==> src/rtl/simon_pkg.sv <==
// simon_pkg: shared Simon 96/96 parameters, z2 sequence and FSM state type.
package simon_pkg;
    localparam int N_DEF = 48;
    localparam int M_DEF = 2;
    localparam int ROUNDS_DEF = 52;
    localparam logic [61:0] Z2 = 62'h3369f885192c0ef5;
    typedef enum logic [1:0] {IDLE, RUN, DONE} fsm_e;
endpackage

==> src/rtl/simon_key_expand.sv <==
// simon_key_expand: combinational next round key for the two-word Simon key schedule.
module simon_key_expand import simon_pkg::*; #(
    parameter int N = N_DEF
) (
    input  logic [N-1:0] ka,
    input  logic [N-1:0] kb,
    input  logic [5:0]   idx,
    output logic [N-1:0] kb_next
);
    logic [N-1:0] t;
    always_comb begin
        t = {kb[2:0], kb[N-1:3]};
        kb_next = ~ka ^ t ^ {t[0], t[N-1:1]} ^ N'(Z2[idx]) ^ N'(3);
    end
endmodule

==> src/rtl/simon_encrypt_engine.sv <==
// simon_encrypt_engine: iterative Simon 96/96 encryptor, one round per clock; SIMON_ABORT_EN adds an abort input.
module simon_encrypt_engine import simon_pkg::*; #(
    parameter int N = N_DEF,
    parameter int M = M_DEF,
    parameter int ROUNDS = ROUNDS_DEF
) (
    input  logic           clk,
    input  logic           rst,
`ifdef SIMON_ABORT_EN
    input  logic           abort,
`endif
    input  logic           in_valid,
    output logic           in_ready,
    input  logic [2*N-1:0] pt,
    input  logic [N*M-1:0] key,
    output logic           out_valid,
    input  logic           out_ready,
    output logic [2*N-1:0] ct,
    output logic           busy
);
    localparam int W = $clog2(ROUNDS);
    fsm_e           fsm_q, fsm_d;
    logic [2*N-1:0] state_q, state_d;
    logic [N-1:0]   ka_q, ka_d, kb_q, kb_d, kb_next, x1, f;
    logic [W-1:0]   rnd_q, rnd_d;
    logic [5:0]     z_idx;
    assign z_idx = 6'(32'(rnd_q) % 32'd62);
    simon_key_expand #(.N(N)) u_key (.ka(ka_q), .kb(kb_q), .idx(z_idx), .kb_next(kb_next));
    always_comb begin
        x1 = state_q[2*N-1:N];
        f = ({x1[N-2:0], x1[N-1]} & {x1[N-9:0], x1[N-1:N-8]}) ^ {x1[N-3:0], x1[N-1:N-2]};
        fsm_d = fsm_q;
        state_d = state_q;
        ka_d = ka_q;
        kb_d = kb_q;
        rnd_d = rnd_q;
        case (fsm_q)
            IDLE: if (in_valid) begin
                state_d = pt;
                ka_d = key[N-1:0];
                kb_d = key[2*N-1:N];
                rnd_d = '0;
                fsm_d = RUN;
            end
            RUN: begin
                state_d = {state_q[N-1:0] ^ f ^ ka_q, x1};
                ka_d = kb_q;
                kb_d = kb_next;
                rnd_d = rnd_q + 1'b1;
                fsm_d = (rnd_q == W'(ROUNDS - 1)) ? DONE : RUN;
`ifdef SIMON_ABORT_EN
                if (abort) begin
                    fsm_d = IDLE;
                    rnd_d = '0;
                end
`endif
            end
            DONE: fsm_d = out_ready ? IDLE : DONE;
            default: fsm_d = IDLE;
        endcase
    end
    always_ff @(posedge clk) begin
        if (rst) begin
            fsm_q <= IDLE;
            state_q <= '0;
            ka_q <= '0;
            kb_q <= '0;
            rnd_q <= '0;
        end else begin
            fsm_q <= fsm_d;
            state_q <= state_d;
            ka_q <= ka_d;
            kb_q <= kb_d;
            rnd_q <= rnd_d;
        end
    end
    assign ct = state_q;
    assign in_ready = (fsm_q == IDLE);
    assign out_valid = (fsm_q == DONE);
    assign busy = (fsm_q == RUN);
endmodule

==> config.mk <==
export PLATFORM = sky130hd
export DESIGN_NAME = simon_encrypt_engine
export DESIGN_NICKNAME = d
export VERILOG_FILES = /design/src/rtl/simon_pkg.sv /design/src/rtl/simon_key_expand.sv /design/src/rtl/simon_encrypt_engine.sv
export SDC_FILE = /design/constraint.sdc
export NUM_CORES = 1
export LEC_CHECK = 0
export ABC_AREA = 1
export CORE_UTILIZATION = 37
export CTS_CLUSTER_DIAMETER = 80
export CTS_CLUSTER_SIZE = 25
export DETAILED_ROUTE_END_ITERATION = 16
export GPL_TIMING_DRIVEN = 0
export MAX_ROUTING_LAYER = met4
export PLACE_DENSITY = 0.66
export SLEW_MARGIN = 5
export SYNTH_ARGS = -nofsm -noshare
export SYNTH_HDL_FRONTEND = slang
export SYNTH_SLANG_ARGS = --single-unit
==> constraint.sdc <==
create_clock -name clk -period 2.17 [get_ports clk]
set_input_delay 0.3255 -clock clk [delete_from_list [all_inputs] [get_ports clk]]
set_output_delay 0.3255 -clock clk [all_outputs]
set_load 0.05 [all_outputs]
# Word-level counts from Yosys, hierarchy flattened
# Memory sizes are Yosys's and may differ from the RTL's.
# Cells that the tools add are included.
# classes
add_sub_neg,1
div_mod_pow,1
n_lt_le_gt_ge,1
n_eq_ne,4
mux,13
bitwise,9
n_reduce_logical,3
# op_table
cell,n
$xor 48x48->48,5
$pmux 48 s2,2
$pmux 96 s2,1
$mux 48,2
$mux 96,1
$and 48x48->48,1
$not 48->48,1
$xor 48x1->48,1
$mod 6x6->32 const B,1
$pmux 6 s2,1
$lt 6x7->1 const B,1
$add 6x1->6 const B,1
$eq 6x6->1 const B,1
$mux 2,3
$mux 6,1
$pmux 2 s3,1
$eq 2x1->1 const B,1
$eq 2x2->1 const B,1
$logic_not 2->1,1
$ne 2x2->1 const B,1
$not 2->2,1
$reduce_and 2->1,1
$reduce_bool 2->1,1
$mux 1,1
# word_totals
regBits,200
romBits,64
out_inout_bits,99
wordCells,38
memories,1
# memory_table
memory,words,word_bits,read_ports,rd_clocked_by_memory_dff,write_ports,line,source
(no name shown),64,1,1,0,0,simon_key_expand.sv:13,"kb_next = ~ka ^ t ^ {t[0], t[N-1:1]} ^ N'(Z2[idx]) ^ N'(3);"

# Longest topological paths before layout
# logic_depth
word_depth,6
ltp_mapped,21
ltp_nobuf,20

# By module
# From an unflattened synthesis, not the netlist that was laid out.
# unflattened
cells_unflattened,1846
area_unflattened_um2,11961.5
# by_module_without_submodules
module,instances,cells_per_inst,area_each_um2,seq_area_each_um2
simon_encrypt_engine,1,1710,10908.0,4003.8
simon_key_expand,1,136,1053.5,0.0

# Least setup slack after synthesis
# No wires, ideal clock.
# synth_timing
path_kind,register -> register
startpoint,reg rnd_q[0]
endpoint,reg kb_q[0]
setup_time_ps,118
arrival_ps,2151
required_time_ps,2052
slack_ps,-99
path_stages_with_launch,21
period_less_slack_ps,2269
path_cell_list,dfxtp_1 clkbuf_1 inv_1 ha_1 inv_1 nand2_1 nand3_1 nand2_1 nand2_1 clkinv_2 ha_1 nand2_2 nand2_1 nand2_1 nand3_2 nand2_1 nand2_1 nand3_2 nand3_2 nand2_1 a21oi_2
# synth_via
elab_chain_len,6
# synth_rtl
element,line,source
start: declaration,simon_encrypt_engine.sv:25,"logic [W-1:0] rnd_q, rnd_d;"
start signal: assignment,simon_encrypt_engine.sv:74,rnd_q <= rnd_d;
$mod 6x6->32,simon_encrypt_engine.sv:27,assign z_idx = 6'(32'(rnd_q) % 32'd62);
$mem_v2 64x1,-,
$mux 1 (implied by the code),simon_key_expand.sv:13,
$xor 48x1->48,simon_key_expand.sv:13,
$not 2->2 (no source line),-,
$pmux 48 s2,simon_encrypt_engine.sv:37,case (fsm_q)
end signal: assignment,simon_encrypt_engine.sv:73,kb_q <= kb_d;
end: declaration,simon_encrypt_engine.sv:24,"logic [N-1:0] ka_q, ka_d, kb_q, kb_d, kb_next, x1, f;"
# Every way passes these cells. The select of a mux whose other input is x is not followed.
# A chain may end at the register's enable or synchronous reset.

# Final worst setup path
# layout_timing
startpoint,"reg state_q[59], in the netlist ct[59]"
endpoint,out ct[59]
# layout_rtl
element,line,source
start: declaration,simon_encrypt_engine.sv:23,"logic [2*N-1:0] state_q, state_d;"
start signal: assignment,simon_encrypt_engine.sv:71,state_q <= state_d;
end: declaration,simon_encrypt_engine.sv:18,"output logic [2*N-1:0] ct,"
# No word-level cell between the ends.

==> flow_summary_export.csv <==
group,metric,value,unit
yosys,synth_edf_count,0,
final_layout,syn2layout_area_growth,38.8,%
route,drt-initial-drc-count,1308,
clocking,cts.path.max_buffers,2,
timing,slew_headroom,43.3,%
clocking,clkLatencyLatePin,450,ps
clocking,htreeDepth,4,
route,routedWlPerCell,20.8,um
power_and_ir_drop,power_density,754,nW/um^2
yosys,synthesis.area,11000,um^2
critical_path,worst-r2r-cell-count,7,
grt,grt_busiest_layer,"met2",
route,drt_wl_total,46.5,mm
min_path,holdCritStartpoint,"pt[56]",
yosys,ys_types,39,
yosys,netlist_top_cells_area,"dfxtp_1 36%, nand2_1 19%, xor2_1 7.3%",
critical_path,worst-path-buf-inv,1,
clocking,clkTransAtPathRegs,70,ps
yosys,yosys.area.top_type,"dfxtp_1",
critical_path,critPathMaxStageDelay,870,ps
clocking,ctsRootBufferMaster,"clkbuf_16",
timing,period_share,99.4,%
run,cap_viol_max_count,0,
clocking,ctsHoldBuffers,0,
yosys,syn_nets,1727,
final_layout,drive_above_1_share,6.32,%
critical_path,regToRegStartpoint,"fsm_q[0]",
min_path,hold_path_end,"ct[56]",
final_layout,final_cell_mix,"556 x nand2_1, 256 x clkdlybuf4s50_1, 195 x dfxtp_1",
critical_path,crit_path_max_fanout,6,
yosys,synth-seq-cells,200,
clocking,numCtsBuffers,17,
grt,grt_pass1_vias,11600,
grt,grt_use_met2,47.6,%
yosys,synth_cells,1524,
power_and_ir_drop,vdd.ir_drop.worst,0.000641,V
power_and_ir_drop,p_sw_share,35.5,%
power_and_ir_drop,p_leak,6.39,nW
critical_path,cp_slowest_cell,"clkdlybuf4s50_1",
yosys,ys.flop_type,"dfxtp_1",
timing,fmax,0.464,GHz
grt,grt-ovfl-total,0,
clocking,clock_sinks,200,
grt,grt_use_met1,40.0,%
route,drtPass1Iterations,6,
floorplanning,die_w,174,um
route,drc,0,
critical_path,cpLargestDelayFamily,"buffers and inverters",
grt,grt_util_all_layers,31.2,%
critical_path,critical_path_arrival,1830,ps
critical_path,worst_setup_path_start_kind,"flop",
route,vias,12100,
grt,grt_first_pass_wirelength,69.0,mm
floorplanning,die_area,30300,um^2
grt,grt_max_degree,17,
placement,dp_hpwl,35.8,mm
timing,tightest_slew,850,ps
grt,antenna_found_initial,4,
yosys,avgSynthCellArea,7.20,um^2
floorplanning,floorplan.initialDensity,37.9,%
placement,gp_congestion,0.965,
floorplanning,core.rowCount,62,
floorplanning,die_h,174,um
final_layout,final_common_cell,"nand2_1",
min_path,holdPathStages,3,
clocking,cts_tree,"built",
final_layout,stdcell_count,2238,
critical_path,r2r_setup_slack,100,ps
critical_path,r2r-end,"ct[34]",
timing,slew_violations,0,
yosys,yosysSeqAreaShare,36.5,%
floorplanning,ioPinCount,295,
yosys,yosys.area.top_type_share,36.5,%
timing,report.final.hold_viol_count,0,
timing,period_needed,2160,ps
placement,port_buffers,293,
route,ant_nets,0,
power_and_ir_drop,netSwitchingPower,0.00407,W
power_and_ir_drop,combPwrFrac,28.8,%
yosys,yosys_warnings,0,
critical_path,critPathRequiredTime,1840,ps
timing,final.setup.tns,0,ps
critical_path,path_class,"flop to output pin",
critical_path,end_kind,"output pin",
yosys,synth-async-reset-ratio,0,%
route,viasPerCell,5.40,
run_status,status,"finished clean",
grt,grtUsageMet3,4.66,%
final_layout,fin_nets,2041,
power_and_ir_drop,pwr-share-clk,31.0,%
power_and_ir_drop,p_seq_share,40.2,%
timing,setup-violations-final,0,
timing,finClkSkew,12.7,ps
final_layout,nFillCells,2848,
floorplanning,core_area,28900,um^2
min_path,hold_class,"input pin to flop",
power_and_ir_drop,p_int,0.00741,W
placement,dp.cells,2201,
critical_path,cp_cell_sequence,"clkdlybuf4s50_1",
timing,rsz0062_at_grt,"yes",
==> state kept, by name, indices dropped and copies added, names as in the netlist <==
name,flops
kb_q,48
rnd_q,6
fsm_q,2
ka_q,48
ct,96
==> metal layers <==
metal	share of wire [%]	routed length, um
met1	42	19500
met4	5.0	2350
met5	0	0
met2	45	20800
met3	8.2	3810
==> how the worst max path moves through the flow <==
stage / to / start / depth (start not counted) / slack, ps
3_3_place_gp: busy / fsm_q[0] / 6 / -550
6_report: ct[59] / ct[59] / 1 / 10
2_1_floorplan: kb_q[0] / rnd_q[0] / 20 / 20
4_1_cts: ct[57] / ct[57] / 1 / 1
5_1_grt: kb_q[0] / rnd_q[0] / 19 / -30
3_5_place_dp: busy / fsm_q[0] / 6 / -590
==> worst register-to-register path, delay by kind of cell, from the launching register on <==
family / cells / cell delay (ps)
AO/OA/AOI/OAI: 1 / 210
buffers and inverters: 4 / 1140
flip-flops: 1 / 360
AND/OR/NAND/NOR: 2 / 300
==> power groups by stage <==
stage,combinational [W],clock [W],sequential (W)
floorplan,0.00151,0,0.00500
global placement,0.00320,0,0.00468
detailed placement,0.00323,0,0.00468
CTS,0.00324,0.00359,0.00460
global route,0.00355,0.00373,0.00464
finish,0.00330,0.00356,0.00461
==> through the flow <==
stage | setup WS, ps | hold WS (ps) | instance area (um^2) | util [%] | power, W
CTS | 0.966 | 444 | 15000 | 52.0 | 0.0114
floorplan | 16.7 | 480 | 11000 | - | 0.00651
finish | 14.0 | 457 | 15200 | 52.6 | 0.0115
global route | -31.8 | 468 | 15200 | 52.6 | 0.0119
detailed placement | -588 | 503 | 14400 | 49.7 | 0.00791
global placement | -547 | 494 | 14400 | 49.7 | 0.00788
==> synthesized netlist by cell type, types with 19 or more instances <==
library cell  count
dfxtp_1         200
xor2_1           92
nor2_1           29
clkbuf_1         59
nand2_1         558
buf_2            19
xnor2_1          88
a21oi_1          33
a21o_1           47
inv_1            83
nand3_1          26
a31oi_1         124
a22oi_1          40
o21ai_0          55
==> cell type report <==
class                      count  area, um^2  share of cell area [%]
antenna                        4        10.0                  0.0657
clock inverter                12         199                    1.31
clock buffer                  19         433                    2.84
timing repair buffer         297        3010                    19.8
sequential                   200        4020                    26.4
multi-input combinational   1148        6320                    41.5
tap                          384         480                    3.16
buffer                        88         428                    2.81
inverter                      86         330                    2.17
==> repair_timing <==
action                                  in CTS  in global routing
buffers inserted                             1                  3
pin swaps                                    0                  2
endpoints found under the setup margin      57                194
resized for setup                           29                 98
==> cell families (layout without fill, tap and decap cells) <==
| family | Yosys count | count (layout) | synth area share (%) |
|---|---|---|---|
| AO/OA/AOI/OAI | 329 | 329 | 19.3 |
| AND/OR/NAND/NOR | 632 | 632 | 22.6 |
| adder cells (fa/ha/maj) | 7 | 7 | 0.798 |
| XOR/XNOR | 180 | 180 | 14.4 |
| buffers and inverters | 176 | 502 | 6.42 |
| other | 0 | 4 | 0 |
| flip-flops | 200 | 200 | 36.5 |
Note: power is estimated with default switching activity, not from simulation.
